--- config.mk ---
export PLATFORM = sky130hd
export DESIGN_NAME = lsu_ctrl
export DESIGN_NICKNAME = d
export VERILOG_FILES = /design/src/rtl/lsu_ctrl_pkg.sv /design/src/rtl/lsu_align.sv /design/src/rtl/lsu_ctrl.sv
export SDC_FILE = /design/constraint.sdc
export NUM_CORES = 1
export LEC_CHECK = 0
export CORE_MARGIN = 3
export CORE_UTILIZATION = 50
export CTS_BUF_LIST = sky130_fd_sc_hd__clkbuf_4 sky130_fd_sc_hd__clkbuf_8
export DETAILED_ROUTE_END_ITERATION = 6
export GPL_ROUTABILITY_DRIVEN = 0
export HOLD_SLACK_MARGIN = 0.02
export PLACE_DENSITY_LB_ADDON = 0.1
export SLEW_MARGIN = 10
export SYNTH_ARGS = -nofsm -noshare
export SYNTH_HDL_FRONTEND = slang
export SYNTH_SLANG_ARGS = --single-unit
--- constraint.sdc ---
create_clock -name clk -period 6.6 [get_ports clk]
set_clock_uncertainty 0.2 [all_clocks]
set_input_delay 0.99 -clock clk [delete_from_list [all_inputs] [get_ports clk]]
set_output_delay 0.99 -clock clk [all_outputs]
set_load 0.1 [all_outputs]
--- src/rtl/lsu_ctrl_pkg.sv ---
// Shared definitions for the MEM-stage load/store sequencer: func3 codes,
// exception codes, FSM states and the access legality checks.
package lsu_ctrl_pkg;

  localparam logic [2:0] LSU_B  = 3'b000;
  localparam logic [2:0] LSU_H  = 3'b001;
  localparam logic [2:0] LSU_W  = 3'b010;
  localparam logic [2:0] LSU_BU = 3'b100;
  localparam logic [2:0] LSU_HU = 3'b101;

  localparam logic [1:0] EXC_TIMEOUT     = 2'b00;
  localparam logic [1:0] EXC_LD_MISALIGN = 2'b01;
  localparam logic [1:0] EXC_ST_MISALIGN = 2'b10;
  localparam logic [1:0] EXC_ILLEGAL     = 2'b11;

  typedef enum logic [1:0] {
    ST_IDLE,
    ST_REQ,
    ST_WAIT,
    ST_DONE
  } lsu_state_e;

  function automatic logic op_illegal(input logic rd, input logic wr, input logic [2:0] op);
    logic bad_ld;
    bad_ld = (op == 3'b011) || (op == 3'b110) || (op == 3'b111);
    op_illegal = (rd & wr) | (rd & bad_ld) | (wr & (op > LSU_W));
  endfunction

  function automatic logic op_misaligned(input logic [2:0] op, input logic [1:0] off);
    case (op)
      LSU_H, LSU_HU: op_misaligned = off[0];
      LSU_W:         op_misaligned = (off != 2'b00);
      default:       op_misaligned = 1'b0;
    endcase
  endfunction

endpackage

--- src/rtl/lsu_align.sv ---
// Byte-lane steering: store byte enables / lane replication and
// load byte/half extraction with sign or zero extension.
module lsu_align
  import lsu_ctrl_pkg::*;
(
  input  logic [1:0]  st_size,
  input  logic [1:0]  st_off,
  input  logic [31:0] st_data,
  output logic [3:0]  be,
  output logic [31:0] st_lanes,
  input  logic [2:0]  ld_op,
  input  logic [1:0]  ld_off,
  input  logic [31:0] ld_data,
  output logic [31:0] ld_ext
);

  logic [7:0]  ld_byte;
  logic [15:0] ld_half;
  logic        ld_signed;

  always_comb begin
    be       = '0;
    st_lanes = '0;
    case (st_size)
      LSU_B[1:0]: begin
        be       = 4'b0001 << st_off;
        st_lanes = {4{st_data[7:0]}};
      end
      LSU_H[1:0]: begin
        be       = st_off[1] ? 4'b1100 : 4'b0011;
        st_lanes = {2{st_data[15:0]}};
      end
      default: begin
        be       = '1;
        st_lanes = st_data;
      end
    endcase
  end

  always_comb begin
    ld_byte   = '0;
    ld_half   = ld_off[1] ? ld_data[31:16] : ld_data[15:0];
    ld_signed = ~ld_op[2];
    case (ld_off)
      2'd0:    ld_byte = ld_data[7:0];
      2'd1:    ld_byte = ld_data[15:8];
      2'd2:    ld_byte = ld_data[23:16];
      default: ld_byte = ld_data[31:24];
    endcase
    case (ld_op[1:0])
      2'b00:   ld_ext = {{24{ld_signed & ld_byte[7]}}, ld_byte};
      2'b01:   ld_ext = {{16{ld_signed & ld_half[15]}}, ld_half};
      default: ld_ext = ld_data;
    endcase
  end

endmodule

--- src/rtl/lsu_ctrl.sv ---
// MEM-stage load/store sequencer: one req/gnt(/rvalid) bus transaction per
// access, with legality checks in IDLE and a REQ+WAIT timeout abort.
module lsu_ctrl
  import lsu_ctrl_pkg::*;
#(
  parameter int unsigned TIMEOUT_CYC = 255,
  parameter int unsigned TO_W        = 8
) (
  input  logic        clk,
  input  logic        rst,
  input  logic        mem_rd,
  input  logic        mem_wr,
  input  logic [2:0]  mem_op,
  input  logic [31:0] lsu_addr,
  input  logic [31:0] lsu_wdata,
  input  logic        lsu_flush,
  output logic        lsu_stall,
  output logic        lsu_done,
  output logic [31:0] lsu_rdata,
  output logic        lsu_exc,
  output logic [1:0]  lsu_exc_code,
  output logic        dbus_req,
  output logic        dbus_we,
  output logic [31:0] dbus_addr,
  output logic [3:0]  dbus_be,
  output logic [31:0] dbus_wdata,
  input  logic        dbus_gnt,
  input  logic        dbus_rvalid,
  input  logic [31:0] dbus_rdata
);

  lsu_state_e  state;
  logic [2:0]  op_q;
  logic [1:0]  off_q;
  logic [TO_W-1:0] to_cnt;
  logic        done_q;
  logic        to_exc_q;

  logic        acc;
  logic        illegal;
  logic        misaligned;
  logic        idle_exc;
  logic        launch;
  logic        expired;
  logic [3:0]  be_w;
  logic [31:0] lanes_w;
  logic [31:0] ld_ext;

  assign acc        = (mem_rd | mem_wr) & ~lsu_flush;
  assign illegal    = op_illegal(mem_rd, mem_wr, mem_op);
  assign misaligned = op_misaligned(mem_op, lsu_addr[1:0]);
  assign idle_exc   = (state == ST_IDLE) & acc & (illegal | misaligned);
  assign launch     = (state == ST_IDLE) & acc & ~illegal & ~misaligned;
  assign expired    = (to_cnt + TO_W'(1)) == TO_W'(TIMEOUT_CYC);

  assign lsu_stall  = (state == ST_REQ) | (state == ST_WAIT) | launch;
  assign lsu_done   = done_q;

  // IDLE exceptions are reported on the presenting cycle; the timeout abort
  // is registered and lines up with lsu_done. The two never overlap.
  assign lsu_exc      = to_exc_q | idle_exc;
  assign lsu_exc_code = !idle_exc ? EXC_TIMEOUT :
                        illegal   ? EXC_ILLEGAL :
                        mem_rd    ? EXC_LD_MISALIGN : EXC_ST_MISALIGN;

  lsu_align u_align (
    .st_size  (mem_op[1:0]),
    .st_off   (lsu_addr[1:0]),
    .st_data  (lsu_wdata),
    .be       (be_w),
    .st_lanes (lanes_w),
    .ld_op    (op_q),
    .ld_off   (off_q),
    .ld_data  (dbus_rdata),
    .ld_ext   (ld_ext)
  );

  always_ff @(posedge clk or posedge rst) begin
    if (rst) begin
      state      <= ST_IDLE;
      op_q       <= '0;
      off_q      <= '0;
      to_cnt     <= '0;
      done_q     <= 1'b0;
      to_exc_q   <= 1'b0;
      lsu_rdata  <= '0;
      dbus_req   <= 1'b0;
      dbus_we    <= 1'b0;
      dbus_addr  <= '0;
      dbus_be    <= '0;
      dbus_wdata <= '0;
    end else begin
      done_q   <= 1'b0;
      to_exc_q <= 1'b0;
      case (state)
        ST_IDLE: begin
          if (launch) begin
            state      <= ST_REQ;
            dbus_req   <= 1'b1;
            dbus_we    <= mem_wr;
            dbus_addr  <= {lsu_addr[31:2], 2'b00};
            dbus_be    <= be_w;
            dbus_wdata <= mem_wr ? lanes_w : '0;
            op_q       <= mem_op;
            off_q      <= lsu_addr[1:0];
            to_cnt     <= '0;
          end
        end
        ST_REQ: begin
          to_cnt <= to_cnt + TO_W'(1);
          if (dbus_gnt) begin
            dbus_req <= 1'b0;
            state    <= dbus_we ? ST_DONE : ST_WAIT;
            done_q   <= dbus_we;
          end else if (expired) begin
            dbus_req <= 1'b0;
            state    <= ST_DONE;
            done_q   <= 1'b1;
            to_exc_q <= 1'b1;
          end
        end
        ST_WAIT: begin
          to_cnt <= to_cnt + TO_W'(1);
          if (dbus_rvalid) begin
            lsu_rdata <= ld_ext;
            state     <= ST_DONE;
            done_q    <= 1'b1;
          end else if (expired) begin
            state    <= ST_DONE;
            done_q   <= 1'b1;
            to_exc_q <= 1'b1;
          end
        end
        default: state <= ST_IDLE;
      endcase
    end
  end

endmodule

# [Yosys cells after proc, flatten, opt, wreduce, memory -nomap -nowiden]
# Cells that the tools add are included.
[op_classes] n_eq_ne=15 add_sub_neg=1 n_lt_le_gt_ge=1 shift=1 bitwise_logic=21 reduce_logical=15 muxes=30
[op_table] operator="32-bit one-hot mux with 2 select lines" n=2
[op_table] operator="32-bit 2-to-1 mux" n=1
[op_table] operator="8-bit one-hot mux with 3 select lines" n=1
[op_table] operator="16-bit 2-to-1 mux" n=1
[op_table] operator="8-bit one-hot mux with 2 select lines" n=1
[op_table] operator="2-bit 2-to-1 mux" n=7
[op_table] operator="1-bit bitwise AND" n=10
[op_table] operator="3-bit == test (second input constant)" n=3
[op_table] operator="1-bit 2-to-1 mux" n=9
[op_table] operator="8-bit by 1-bit adder with 8-bit output (second input constant)" n=1
[op_table] operator="2-bit by 1-bit == test with 1-bit output (second input constant)" n=4
[op_table] operator="8-bit == test (second input constant)" n=1
[op_table] operator="2-bit logical NOT" n=4
[op_table] operator="8-bit 2-to-1 mux" n=1
[op_table] operator="1-bit one-hot mux with 2 select lines" n=4
[op_table] operator="4-bit one-hot mux with 2 select lines" n=1
[op_table] operator="1-bit bitwise OR" n=7
[op_table] operator="3-bit by 2-bit == test with 1-bit output (second input constant)" n=2
[op_table] operator="2-bit one-hot mux with 3 select lines" n=1
[op_table] operator="2-bit AND reduction" n=3
[op_table] operator="2-bit nonzero test" n=3
[op_table] operator="2-bit == test (second input constant)" n=2
[op_table] operator="4-bit 2-to-1 mux" n=1
[op_table] operator="1-bit NOT" n=4
[op_table] operator="other kinds (8)" n=10
[totals] ff_bits=117 wordCells=96 output_inout_bits=107 input_bits=106

# [Longest topological paths before layout]
# Gate-level depths: netlist of the first run.
[logic_depth] word_depth=11 ltp_mapped=10 ltp_nobuf=7

# [Modules after synthesis]
# From an unflattened synthesis of the first run, not the netlist that was laid out.
[unflattened] hier_cells=597 hier_area_um2=6257.3
[modules_own_cells] module="lsu_ctrl" cells_each=415 seq_area_each_um2=2927.8 instances=1 area_per_inst_um2=4973.5
[modules_own_cells] module="lsu_align" cells_each=182 seq_area_each_um2=0.0 instances=1 area_per_inst_um2=1283.7

# [Worst setup path before layout of the first run]
# OpenSTA, ideal clock, no wires.
[synth_timing] kind="input-to-output" start="input port mem_op[0]" end="output port lsu_exc_code[1]" n_path_buf=1 path_slack_ps=1944 t_arrival_ps=3466 required_time_ps=5410 cell_stages=5 path_cell_list="clkbuf_1 o31ai_1 nand2_1 a211o_1 a31oi_1"
[synth_between] elab_chain_len=9 elab_cells_between_ends=19 classes_between="order compare: 1; eq/ne: 6; mux: 3; bitwise: 6; reduce/logical: 3"
[synth_rtl] item="start: declaration" line_no="lsu_ctrl.sv:13" text="input logic [2:0] mem_op,"
[synth_rtl] item="3-bit by 2-bit == test with 1-bit output / 3-bit == test (equally long branches)" line_no="lsu_ctrl_pkg.sv:25" text="bad_ld = (op == 3'b011) || (op == 3'b110) || (op == 3'b111);"
[synth_rtl] item="1-bit logical OR (2 in a row)" line_no="lsu_ctrl_pkg.sv:25"
[synth_rtl] item="1-bit bitwise AND" line_no="lsu_ctrl_pkg.sv:26" text="op_illegal = (rd & wr) | (rd & bad_ld) | (wr & (op > LSU_W));"
[synth_rtl] item="1-bit bitwise OR (2 in a row)" line_no="lsu_ctrl_pkg.sv:26"
[synth_rtl] item="1-bit bitwise OR" line_no="lsu_ctrl.sv:52" text="assign idle_exc = (state == ST_IDLE) & acc & (illegal | misaligned);"
[synth_rtl] item="1-bit bitwise AND" line_no="lsu_ctrl.sv:52"
[synth_rtl] item="2-bit 2-to-1 mux (*)" line_no="lsu_ctrl.sv:62" text="assign lsu_exc_code = !idle_exc ? EXC_TIMEOUT :"
[synth_rtl] item="end: declaration" line_no="lsu_ctrl.sv:21" text="output logic [1:0] lsu_exc_code,"
# Mark *: on every way between the ends. The rest lies on a longest branch, timed or not.

# [Worst setup path after layout of the first run]
# Ends and elaborated chain as after synthesis.

==> metrics.txt, run 1 <==
status=finished, final reports clean; post-synth top area share=50.2%; Max Clk Rate=0.214 GHz; TritonCTS buffer count=17; final setup margin=1940 ps; largest net degree at the start of global routing=110; wire length on met3=1460 um; Max clock buf depth=2; Slew Limit Fails=0; Worst-path clk slew=70 ps; final global-route overflow total=0; initial DRC count=434; Setup crit end kind=output port; WP data arrival=3470 ps; Root Driver=clkbuf_8; layout cells sized above 1=5.52%; HPWL Detailed=12200 um; reg2reg setup slack=3400 ps; Nets=969; Synth Instances=670; Post-synth top cells=nand2_1 (215), dfrtp_1 (117), o21ai_0 (60), a21oi_1 (34), clkbuf_1 (31); diode count=0; num rows=38; RSZ-0062 raised after global routing=false; dpl ws=1960 ps; Routed Antenna Nets=0; CP cell instances=clkdlybuf4s50_1, o31ai_1, nand2_1, a211o_1, a31oi_1, buf_4; yosys warns=0; synth top area cells=dfrtp_1 (50%), nand2_1 (14%), o21ai_0 (5.2%); routed vias/inst=5.58; setup TNS=0 ps; Hold WC Path Type=reg -> reg; final hold viol count=0; placed cell count=978; # IOs=213; core area=0.0111 mm2; CP Class=in -> out; Yosys reg bits=117; asr flop ratio synth=100%; sequential share of the synthesized area=50.2%; Via Count=5634; Yosys cell types=48; CTS tree=built; Syn Std Cell Area=0.00583 mm2; Die ar.=0.0130 mm2; GR Util All Layers=26.3%; leading area contributor after synthesis=dfrtp_1; met2 wire length=8210 um; Slew headroom=20.9%; post-route insts no fill=1010; number of global-route vias before repair=5406; die extent in x=114 um; post-layout util=75.3%; post-synthesis area per instance=8.70 um2; final worst-path cycle share=70.7%; final setup vio count=0; Die Y=114 um; Layout area overhead=43.7%; WL final=17100 um; clock latency on the worst-skew pair=430 ps; Worst-Margin Slew=1180 ps; CTS Sinks=117; # hold bufs at CTS=0; wire per inst=16.9 um; metal1 wirelength=7010 um; top routing layer in use=met4; H-tree depth=4; data required time at the worst endpoint=5410 ps; setup bufs post-CTS=0; CP max stage delay=820 ps; Top FF cell, synth=dfrtp_1; number of synthesized flops with an enable pin=0; initial core utilization=52.4%; IO buf count=210; initial antenna violation count=0; first-pass GRT wire length=27200 um; CP Max Fanout=17; crit path time final=4660 ps; CP startpoint kind=input pin; CP max-delay cell=clkdlybuf4s50_1; MaxCap Viol Count=0; Post-route DRC=0; most numerous cell in the Yosys netlist=nand2_1; TritonRoute pass-1 iters=4; Resized cells post-CTS=0
[per-stage QoR]
step | hold WS [ps] | instance area [um2]
floorplan | 347 | 5830
global placement | 256 | 7940
detailed placement | 261 | 7940
CTS | 279 | 8380
global route | 298 | 8380
finish | 275 | 8380
[metal layers]
layer,up-vias,track usage [%]
met1,2662,34.2
li1,2672,-
met5,-,0
met3,30,7.11
met4,0,8.47
met2,270,43.0
[critical path: cells and delay by family]
family,cells,cell delay (ps)
and+or+nand+nor,1,130
AOI/OAI and AO/OA,3,1210
buffers and inverters,2,1140
[placed cells by master, fill, tap and decap left out, drive strengths merged, types with 2 or more instances in the layout]
| master | instances |
|---|---|
| a2111oi | 2 |
| a211oi | 2 |
| a21o | 2 |
| a21oi | 36 |
| a221oi | 7 |
| a2bb2oi | 7 |
| a31oi | 11 |
| and3 | 2 |
| buf | 7 |
| bufinv | 4 |
| clkbuf | 18 |
| clkdlybuf4s50 | 206 |
| clkinv | 6 |
| clkinvlp | 4 |
| conb | 2 |
| dfrtp | 117 |
| ha | 6 |
| inv | 20 |
| mux2 | 3 |
| mux2i | 27 |
| nand2 | 215 |
| nand2b | 12 |
| nand3 | 12 |
| nor2 | 15 |
| nor2b | 3 |
| nor3 | 6 |
| nor4 | 3 |
| o211ai | 18 |
| o21ai | 60 |
| o21bai | 2 |
| o22ai | 2 |
| o311a | 2 |
| o31ai | 17 |
| or3 | 5 |
[sequential cells by signal (all words and copies together) (netlist names)]
| register | flops |
|---|---|
| dbus_be | 4 |
| to_cnt | 8 |
| lsu_done | 1 |
| dbus_we | 1 |
| dbus_req | 1 |
| lsu_rdata | 32 |
| off_q | 2 |
| to_exc_q | 1 |
| dbus_addr | 30 |
| dbus_wdata | 32 |
| state | 2 |
| op_q | 3 |
[layout make-up]
class,instances,area (um2)
repair buffers,213,2110
inverters,20,77.6
fillers,817,2750
well taps,140,175
multi-input cells,488,2640
flip-flops and latches,117,2930
clock buffers,18,241
clock inverters,14,199
[path summary, 6_finish.rpt]
check,from,cells past startpoint,endpoint
min in group asynchronous,rst,2,dbus_addr[13]$_DFFE_PP0P_
hold reg to reg,dbus_addr[3]$_DFFE_PP0P_,2,dbus_addr[3]$_DFFE_PP0P_
hold / removal,dbus_addr[3]$_DFFE_PP0P_,2,dbus_addr[3]$_DFFE_PP0P_
setup reg to reg,state[0]$_DFFE_PP0P_,8,to_cnt[1]$_DFFE_PP0P_
max in group asynchronous,rst,3,lsu_done$_DFF_PP0_
setup / recovery,mem_op[0],6,lsu_exc_code[1]
[cells by family (layout without fill, tap and decap cells)]
kind of cell | Yosys count | after routing | share of synthesized area [%]
other | 1 | 2 | 0.0643
XOR/XNOR | 1 | 1 | 0.150
AO/OA/AOI/OAI | 173 | 173 | 18.7
multiplexers | 30 | 30 | 5.28
AND/OR/NAND/NOR | 276 | 276 | 19.5
flip-flops | 117 | 117 | 50.2
adder cells (fa/ha/maj) | 6 | 6 | 1.29
buffers and inverters | 66 | 265 | 4.81
Power of run 1 is left out: the tool's default activity adds up to more than one toggle a clock period on the data nets, which glitch-free logic cannot reach.
==> run 2: changes to the inputs <==
--- a/config.mk
+++ b/config.mk
@@ -6,7 +6,7 @@
 export NUM_CORES = 1
 export LEC_CHECK = 0
 export CORE_MARGIN = 3
-export CORE_UTILIZATION = 50
+export CORE_UTILIZATION = 42
 export CTS_BUF_LIST = sky130_fd_sc_hd__clkbuf_4 sky130_fd_sc_hd__clkbuf_8
 export DETAILED_ROUTE_END_ITERATION = 6
 export GPL_ROUTABILITY_DRIVEN = 0
==> constraint.sdc (replaced) <==
create_clock -name clk -period 4.05 [get_ports clk]
set_clock_uncertainty 0.2 [all_clocks]
set_input_delay 0.6075 -clock clk [delete_from_list [all_inputs] [get_ports clk]]
set_output_delay 0.6075 -clock clk [all_outputs]
set_load 0.1 [all_outputs]
==> run 2 against run 1 <==
Against the previous run: final cell count up 4.3%; via count down 1.5%; hold slack about the same; largest cell class unchanged.
==> metrics.txt, run 2 (synthesis gave the netlist of run 1 again) <==
met2 GRT Util=35.7%; met3 usage=6.95%; CP Max Fanout=7; clock latency on the worst-skew pair=440 ps; largest net degree at the start of global routing=106; Hold WC Path Type=reg -> reg; number of global-route vias before repair=5362; crit path time final=3350 ps; HPWL Detailed=12500 um; CTS tree=built; status=finished, final reports clean; Max clock buf depth=2; Nets=976; # IOs=213; Setup crit end kind=output port; CTS Sinks=117; most common cell after layout, fill and taps aside=nand2_1; initial DRC count=373; Slew Limit Fails=0; Die Y=124 um; data required time at the worst endpoint=3240 ps; GR Util All Layers=22.5%; diode count=0; WP data arrival=2540 ps; final hold viol count=0; Post-route DRC=0; Slew headroom=30.8%; Die ar.=0.0153 mm2; layout cells sized above 1=6.27%; Fillers=1153; wire per inst=16.4 um; setup bufs post-CTS=0; die extent in x=124 um; TritonRoute pass-1 iters=5; Resized cells post-CTS=0; final global-route overflow total=0; WL final=17300 um; Root Driver=clkbuf_8; grt peak-use layer=met2; IO buf count=210; core area=0.0134 mm2; setup TNS=0 ps; initial antenna violation count=0; final setup vio count=0; Routed Antenna Nets=0; final worst-path cycle share=82.7%; # hold bufs at CTS=0; Largest regs=dbus_wdata: 32 flops, lsu_rdata: 32 flops, dbus_addr: 30 flops; Worst-Margin Slew=1030 ps; initial core utilization=43.5%; met1 Use GR=28.9%; multi-input logic area=0.00264 mm2; Via Count=5550; CP startpoint kind=flip-flop; Register Area=0.00293 mm2; RSZ-0062 raised after global routing=false; MaxCap Viol Count=0; num rows=42; H-tree depth=4; Worst-path clk slew=70 ps; first-pass GRT wire length=26900 um; Layout area overhead=45.6%; CP Class=reg -> out; Max Clk Rate=0.299 GHz; routed vias/inst=5.27; most frequent cells in the layout=nand2_1 (214), clkdlybuf4s50_1 (206), dfrtp_1 (117); TritonCTS buffer count=17
[run 2: cell count changes in the layout (fill, tap and decap cells not counted)]
cell | before | now
buf_12 | 0 | 6
buf_4 | 7 | 8
bufinv_16 | 4 | 1
clkbuf_4 | 1 | 0
clkbuf_8 | 17 | 18
clkinv_2 | 1 | 3
clkinv_4 | 2 | 3
[run 2: through the flow]
step	cell area, um2	util [%]	hold WS (ps)	setup slack, ps	cells
5_1_grt	8480	63.3	307	564	1053
6_report	8480	63.3	275	700	1053
4_1_cts	8480	63.3	285	681	1053
2_1_floorplan	5830	-	347	142	671
3_5_place_dp	8110	60.5	267	714	1021
3_3_place_gp	8110	60.5	257	763	1021
[run 2: final cells by class]
class / count / area share (%)
Sequential cell: 117 / 34.5
Multi-Input combinational cell: 488 / 31.1
Timing Repair Buffer: 220 / 26.4
Clock buffer: 18 / 2.92
Tap cell: 176 / 2.60
Clock inverter: 14 / 1.50
Inverter: 20 / 0.914
[run 2: path summary, 6_finish.rpt]
kind                                                   to                       from  cells past startpoint  slack [ps]
worst max register to register  dbus_wdata[9]$_DFFE_PP0P_       state[1]$_DFFE_PP0P_                      7        1130
worst min-delay path            dbus_addr[19]$_DFFE_PP0P_  dbus_addr[19]$_DFFE_PP0P_                      2         270
min in group asynchronous       dbus_addr[17]$_DFFE_PP0P_                        rst                      2         380
worst min register to register  dbus_addr[19]$_DFFE_PP0P_  dbus_addr[19]$_DFFE_PP0P_                      2         270
max in group asynchronous       dbus_addr[25]$_DFFE_PP0P_                        rst                      3        2460
worst max-delay path                            lsu_stall       state[1]$_DFFE_PP0P_                      7         700
[run 2: layer usage]
metal  share of wire, %  routed length, um
met2                 47               8200
met5                  0                  0
met4                2.2                379
met3                7.9               1360
met1                 42               7330
[run 2: critical path: stages, from the launching register on]
cell,delay [ps]
dfrtp_1,420
inv_1,120
ha_1,340
nand2b_1,160
a2111o_1,490
a21o_4,250
nand2_1,120
buf_12,190
Power of run 2 is left out for the same reason.
